$ cat config.mk
export PLATFORM = sky130hd
export DESIGN_NAME = pipe_stage_chain
export DESIGN_NICKNAME = d
export VERILOG_FILES = /design/src/rtl/pipe_pkg.sv /design/src/rtl/pipe_stage_reg.sv /design/src/rtl/pipe_stage_chain.sv
export SDC_FILE = /design/constraint.sdc
export NUM_CORES = 1
export LEC_CHECK = 0
export CORE_MARGIN = 1
export CORE_UTILIZATION = 51
export DETAILED_ROUTE_END_ITERATION = 8
export PLACE_DENSITY = 0.94
export RECOVER_POWER = 100
export SYNTH_ARGS = -nofsm -noshare
export SYNTH_HDL_FRONTEND = slang
export SYNTH_HIERARCHICAL = 1
export SYNTH_SLANG_ARGS = --single-unit
export TNS_END_PERCENT = 10
$ cat constraint.sdc
create_clock -name clk -period 3.7 [get_ports clk]
set_input_delay 0.555 -clock clk [delete_from_list [all_inputs] [get_ports clk]]
set_output_delay 0.555 -clock clk [all_outputs]
set_load 0.02 [all_outputs]
$ cat src/rtl/pipe_pkg.sv
// Shared datapath constants and the per-stage update decision for pipe_stage_chain.
// The datapath packs its stage payloads using these field widths and control bit positions.
package pipe_pkg;

    localparam int DATA_W   = 32;
    localparam int REG_AW   = 6;
    localparam int OPCODE_W = 4;
    localparam int CTRL_W   = 12;

    localparam int ALUOP_HI   = 11;
    localparam int ALUOP_LO   = 8;
    localparam int REG_DST    = 7;
    localparam int ALU_SRC    = 6;
    localparam int MEM_TO_REG = 5;
    localparam int REG_WRITE  = 4;
    localparam int MEM_READ   = 3;
    localparam int MEM_WRITE  = 2;
    localparam int BRANCH     = 1;
    localparam int JUMP_MEM   = 0;

    typedef enum logic [2:0] {
        ACT_FLUSH,
        ACT_HOLD,
        ACT_LOAD,
        ACT_BUBBLE,
        ACT_SHIFT
    } stage_act_e;

    // Flush outranks hold, so a squashed stage clears even while frozen.
    function automatic stage_act_e stage_action(input logic flush, input logic hold,
                                                input logic hold_prev, input logic first);
        if (flush)     return ACT_FLUSH;
        if (hold)      return ACT_HOLD;
        if (first)     return ACT_LOAD;
        if (hold_prev) return ACT_BUBBLE;
        return ACT_SHIFT;
    endfunction

endpackage

$ cat src/rtl/pipe_stage_reg.sv
// One valid+payload pipeline register with flush/hold/load/bubble/shift priority.
module pipe_stage_reg
    import pipe_pkg::*;
#(
    parameter int W     = 32,
    parameter bit FIRST = 1'b0
) (
    input  logic         clk,
    input  logic         rst_n,
    input  logic         flush_i,
    input  logic         hold_i,
    input  logic         hold_prev_i,
    input  logic         valid_i,
    input  logic [W-1:0] data_i,
    output logic         valid_o,
    output logic [W-1:0] data_o
);

    stage_act_e   act;
    logic         valid_d, valid_q;
    logic [W-1:0] data_d, data_q;

    always_comb begin
        act     = stage_action(flush_i, hold_i, hold_prev_i, FIRST);
        valid_d = valid_q;
        data_d  = data_q;
        case (act)
            ACT_FLUSH, ACT_BUBBLE: begin
                valid_d = 1'b0;
                data_d  = '0;
            end
            ACT_HOLD: begin
                valid_d = valid_q;
                data_d  = data_q;
            end
            default: begin
                valid_d = valid_i;
                data_d  = data_i;
            end
        endcase
    end

    always_ff @(posedge clk or negedge rst_n) begin
        if (!rst_n) begin
            valid_q <= 1'b0;
            data_q  <= '0;
        end else begin
            valid_q <= valid_d;
            data_q  <= data_d;
        end
    end

    assign valid_o = valid_q;
    assign data_o  = data_q;

endmodule

$ cat src/rtl/pipe_stage_chain.sv
// Generic pipeline-register chain: per-stage stall with bubble insertion, flush,
// occupancy popcount and a saturating retired-instruction counter.
module pipe_stage_chain
    import pipe_pkg::*;
#(
    parameter int W      = 32,
    parameter int STAGES = 4,
    parameter int CNT_W  = 32
) (
    input  logic                        clk,
    input  logic                        rst_n,
    input  logic                        in_valid,
    input  logic [W-1:0]                in_data,
    output logic                        in_ready,
    input  logic [STAGES-1:0]           stall,
    input  logic [STAGES-1:0]           flush,
    output logic [STAGES-1:0]           stage_valid,
    output logic [STAGES*W-1:0]         stage_data,
    output logic [$clog2(STAGES+1)-1:0] occupancy,
    output logic [CNT_W-1:0]            retire_count
);

    localparam int OCC_W = $clog2(STAGES+1);

    logic [STAGES-1:0] hold;
    logic              retire_fire;
    logic [CNT_W-1:0]  retire_d, retire_q;

    // A stall at an older stage freezes everything younger than it.
    always_comb begin
        hold[STAGES-1] = stall[STAGES-1];
        for (int i = STAGES - 2; i >= 0; i--) begin
            hold[i] = stall[i] | hold[i+1];
        end
    end

    assign in_ready = ~hold[0] & ~flush[0];

    for (genvar g = 0; g < STAGES; g++) begin : g_stage
        logic         vin;
        logic [W-1:0] din;
        logic         hprev;

        if (g == 0) begin : g_first
            assign vin   = in_valid;
            assign din   = in_data;
            assign hprev = 1'b0;
        end else begin : g_rest
            assign vin   = stage_valid[g-1];
            assign din   = stage_data[(g-1)*W +: W];
            assign hprev = hold[g-1];
        end

        pipe_stage_reg #(
            .W     (W),
            .FIRST (g == 0)
        ) u_reg (
            .clk         (clk),
            .rst_n       (rst_n),
            .flush_i     (flush[g]),
            .hold_i      (hold[g]),
            .hold_prev_i (hprev),
            .valid_i     (vin),
            .data_i      (din),
            .valid_o     (stage_valid[g]),
            .data_o      (stage_data[g*W +: W])
        );
    end

    always_comb begin
        occupancy = '0;
        for (int i = 0; i < STAGES; i++) begin
            occupancy = occupancy + OCC_W'(stage_valid[i]);
        end
    end

    assign retire_fire = stage_valid[STAGES-1] & ~hold[STAGES-1] & ~flush[STAGES-1];

    always_comb begin
        retire_d = retire_q;
        if (retire_fire && (retire_q != {CNT_W{1'b1}})) begin
            retire_d = retire_q + CNT_W'(1);
        end
    end

    always_ff @(posedge clk or negedge rst_n) begin
        if (!rst_n) begin
            retire_q <= '0;
        end else begin
            retire_q <= retire_d;
        end
    end

    assign retire_count = retire_q;

endmodule

==> results by group <==
STA
  – Clock Skew: 9.10 ps
  – Tightest Pin Transition: 2560 ps
  – Max Fclk: 0.308 GHz
  – Max-slew violations: 139
  – Final period util: 87.9%
  – Minimum clock period: 3250 ps
  – Worst slew margin: -70.4%
  – TNS Setup: 0 ps
  – Setup-failing EPs final: 0
  – Unrepaired setup endpoints after global routing: no
  – Hold Vio Cnt, Final: 0

Global routing
  – Overflow after GRT: 0
  – Gr usage total: 28.5%
  – Antenna violations before repair: 0
  – Largest net degree at the start of global routing: 106
  – Vias in the first global route: 5558
  – Global-route wire length before repair: 30700 µm

Min path
  – HP Class: register to register

Worst setup path
  – CP Cell Sequence: dlygate4sd3_1 -> or3_1 -> or2_2 -> nor2_1 -> dlygate4sd3_1
  – Most frequent CP cell: dlygate4sd3_1
  – Slowest CP cell: dlygate4sd3_1
  – Crit-path max FO: 5
  – Setup crit end kind: primary output
  – Max incr delay on CP: 680 ps
  – Arr. time, crit path: 2700 ps
  – WP data required: 3140 ps
  – Startpoint types: input pin
  – Setup CP Type: input pin to primary output

Final layout
  – Layout cell share with drive strength beyond 1: 6.95%
  – # fillers: 917
  – Fin area: 9460 µm²
  – Antenna cells: 0
  – Post-layout util: 71.4%
  – Layout area overhead: 37.0%
  – Nets: 753

Pwr
  – Pleak: 4.84 nW
  – Flop pwr share: 48.0%
  – Pwr per Cell Area: 398 nW/µm²
  – Cell-internal power: 2.89 mW
  – NetSw: 882 µW
  – Clock power share: 46.9%
  – Sw frac: 23.4%
  – Combinational share of power: 5.1%
  – Maximum VDD drop: 0.326 mV

Drt
  – DRC viols: 0
  – Drt first pass iters: 5
  – Drt total wl: 19000 µm
  – Via density per instance: 6.07
  – DR vias: 5434
  – 1st-iter DRT viols: 438
  – Routed len/inst: 21.3 µm
  – Antenna-violating nets left: 0

Clock tree
  – Clock root cell: clkbuf_16
  – # Post-CTS Setup Buffers: 0
  – # clock sinks: 164
  – CTS tree: yes
  – Hold_buf cts: 0
  – Num CTS Buffers: 17
  – Clock Tree Buf Depth: 2
  – Post-CTS Resized: 0
  – Clk_lat worst skew: 420 ps
  – Htree depth: 4
  – CTS clock-pin slew for the worst setup and hold paths: 60 ps

Outcome
  – Status: complete, but fails checks
  – Violated checks: max-capacitance violations, max-slew violations

Floorplan
  – Die Y: 118 µm
  – Starting Density: 52.1%
  – Die width: 118 µm
  – Die Area: 14000 µm²
  – I/O pin cnt: 211
  – Core area: 13200 µm²
  – # rows: 42

Placement
  – HPWL Detailed: 13400 µm
  – Port Buffer Count: 210
  – Placed Instance Area: 8900 µm²
  – GPL Wtd Cong: 0.908

Synth
  – Mapped cell area: 6910 µm²
  – Post-synthesis cell count: 509
  – Syn Nets: 556
  – Synthesized area per cell: 13.6 µm²
  – YS warnings: 6

Job
  – Number of max-cap violations: 2
routing by layer:
layer	vias up	GRT usage, %	part of all wire (%)
met4	0	12.8	3.5
met5	-	0	0
met3	53	6.37	6.4
li1	2340	-	-
met2	250	47.5	50
met1	2791	35.6	40
metrics by stage:
step | hold slack, ps | power, mW | instances | setup WS [ps]
global route | 505 | 3.89 | 895 | 362
floorplan | 259 | 1.94 | 509 | 1500
CTS | 287 | 3.80 | 895 | 541
detailed placement | 481 | 2.04 | 863 | 636
finish | 486 | 3.77 | 895 | 449
global placement | 472 | 2.03 | 863 | 665
critical path, delay by kind of cell:
kind                   cells  cell delay (ps)
buffers and inverters      2             1280
AND/OR/NAND/NOR            3              860
power by group through the flow:
stage	clock, mW	combinational (mW)	sequential, mW
after floorplan	0	0.0931	1.85
after global placement	0	0.189	1.84
after detailed placement	0	0.198	1.84
after CTS	1.79	0.199	1.81
after global routing	1.87	0.209	1.81
final	1.77	0.193	1.81
worst paths after layout:
kind                                             start                           to  slack, ps  cells after the start
min reg2reg                g_stage[3].u_reg/data_o[30]  g_stage[3].u_reg/data_o[30]        490                      1
min                        g_stage[3].u_reg/data_o[30]  g_stage[3].u_reg/data_o[30]        490                      1
max                                           stall[3]                     in_ready        450                      5
max in group asynchronous                        rst_n  g_stage[2].u_reg/data_o[22]       1280                      1
min in group asynchronous                        rst_n             retire_count[20]        890                      1
max reg2reg                   g_stage[3].u_reg/valid_o             retire_count[28]       1350                      6
flip-flops by register name, summed over array words and instances (netlist names):
signal / flops
retire_count: 32
g_stage.u_reg/valid_o: 4
g_stage.u_reg/data_o: 128
area by class of cell:
type / count / area [µm²] / area share (%)
sequential: 164 / 4100 / 43.4
multi-input combinational: 292 / 2330 / 24.6
timing repair buffer: 222 / 2180 / 23.1
clock buffer: 18 / 429 / 4.54
tap: 176 / 220 / 2.33
clock inverter: 14 / 165 / 1.75
inverter: 9 / 33.8 / 0.357
cells in the final DEF (no fill, tap or decap), types with 2 or more instances in the layout:
cell	count
dlygate4sd3_1	170
xnor2_1	22
dfrtp_1	164
clkbuf_2	2
and3_1	6
clkbuf_16	17
nor2_2	2
and2_0	3
mux2i_1	34
nand4_1	17
nor2_1	42
inv_6	4
ha_1	3
inv_8	2
nor2b_2	3
nand2_1	8
xor2_1	8
nand3_1	15
clkinv_4	4
a21oi_1	2
clkdlybuf4s50_1	39
inv_1	9
nor3_1	3
a32o_1	99
or2_2	2
nor4_1	5
and4_1	7
buf_4	6
clkbuf_1	5
bufinv_16	2
No activity file was read; power rests on OpenSTA's default activity.
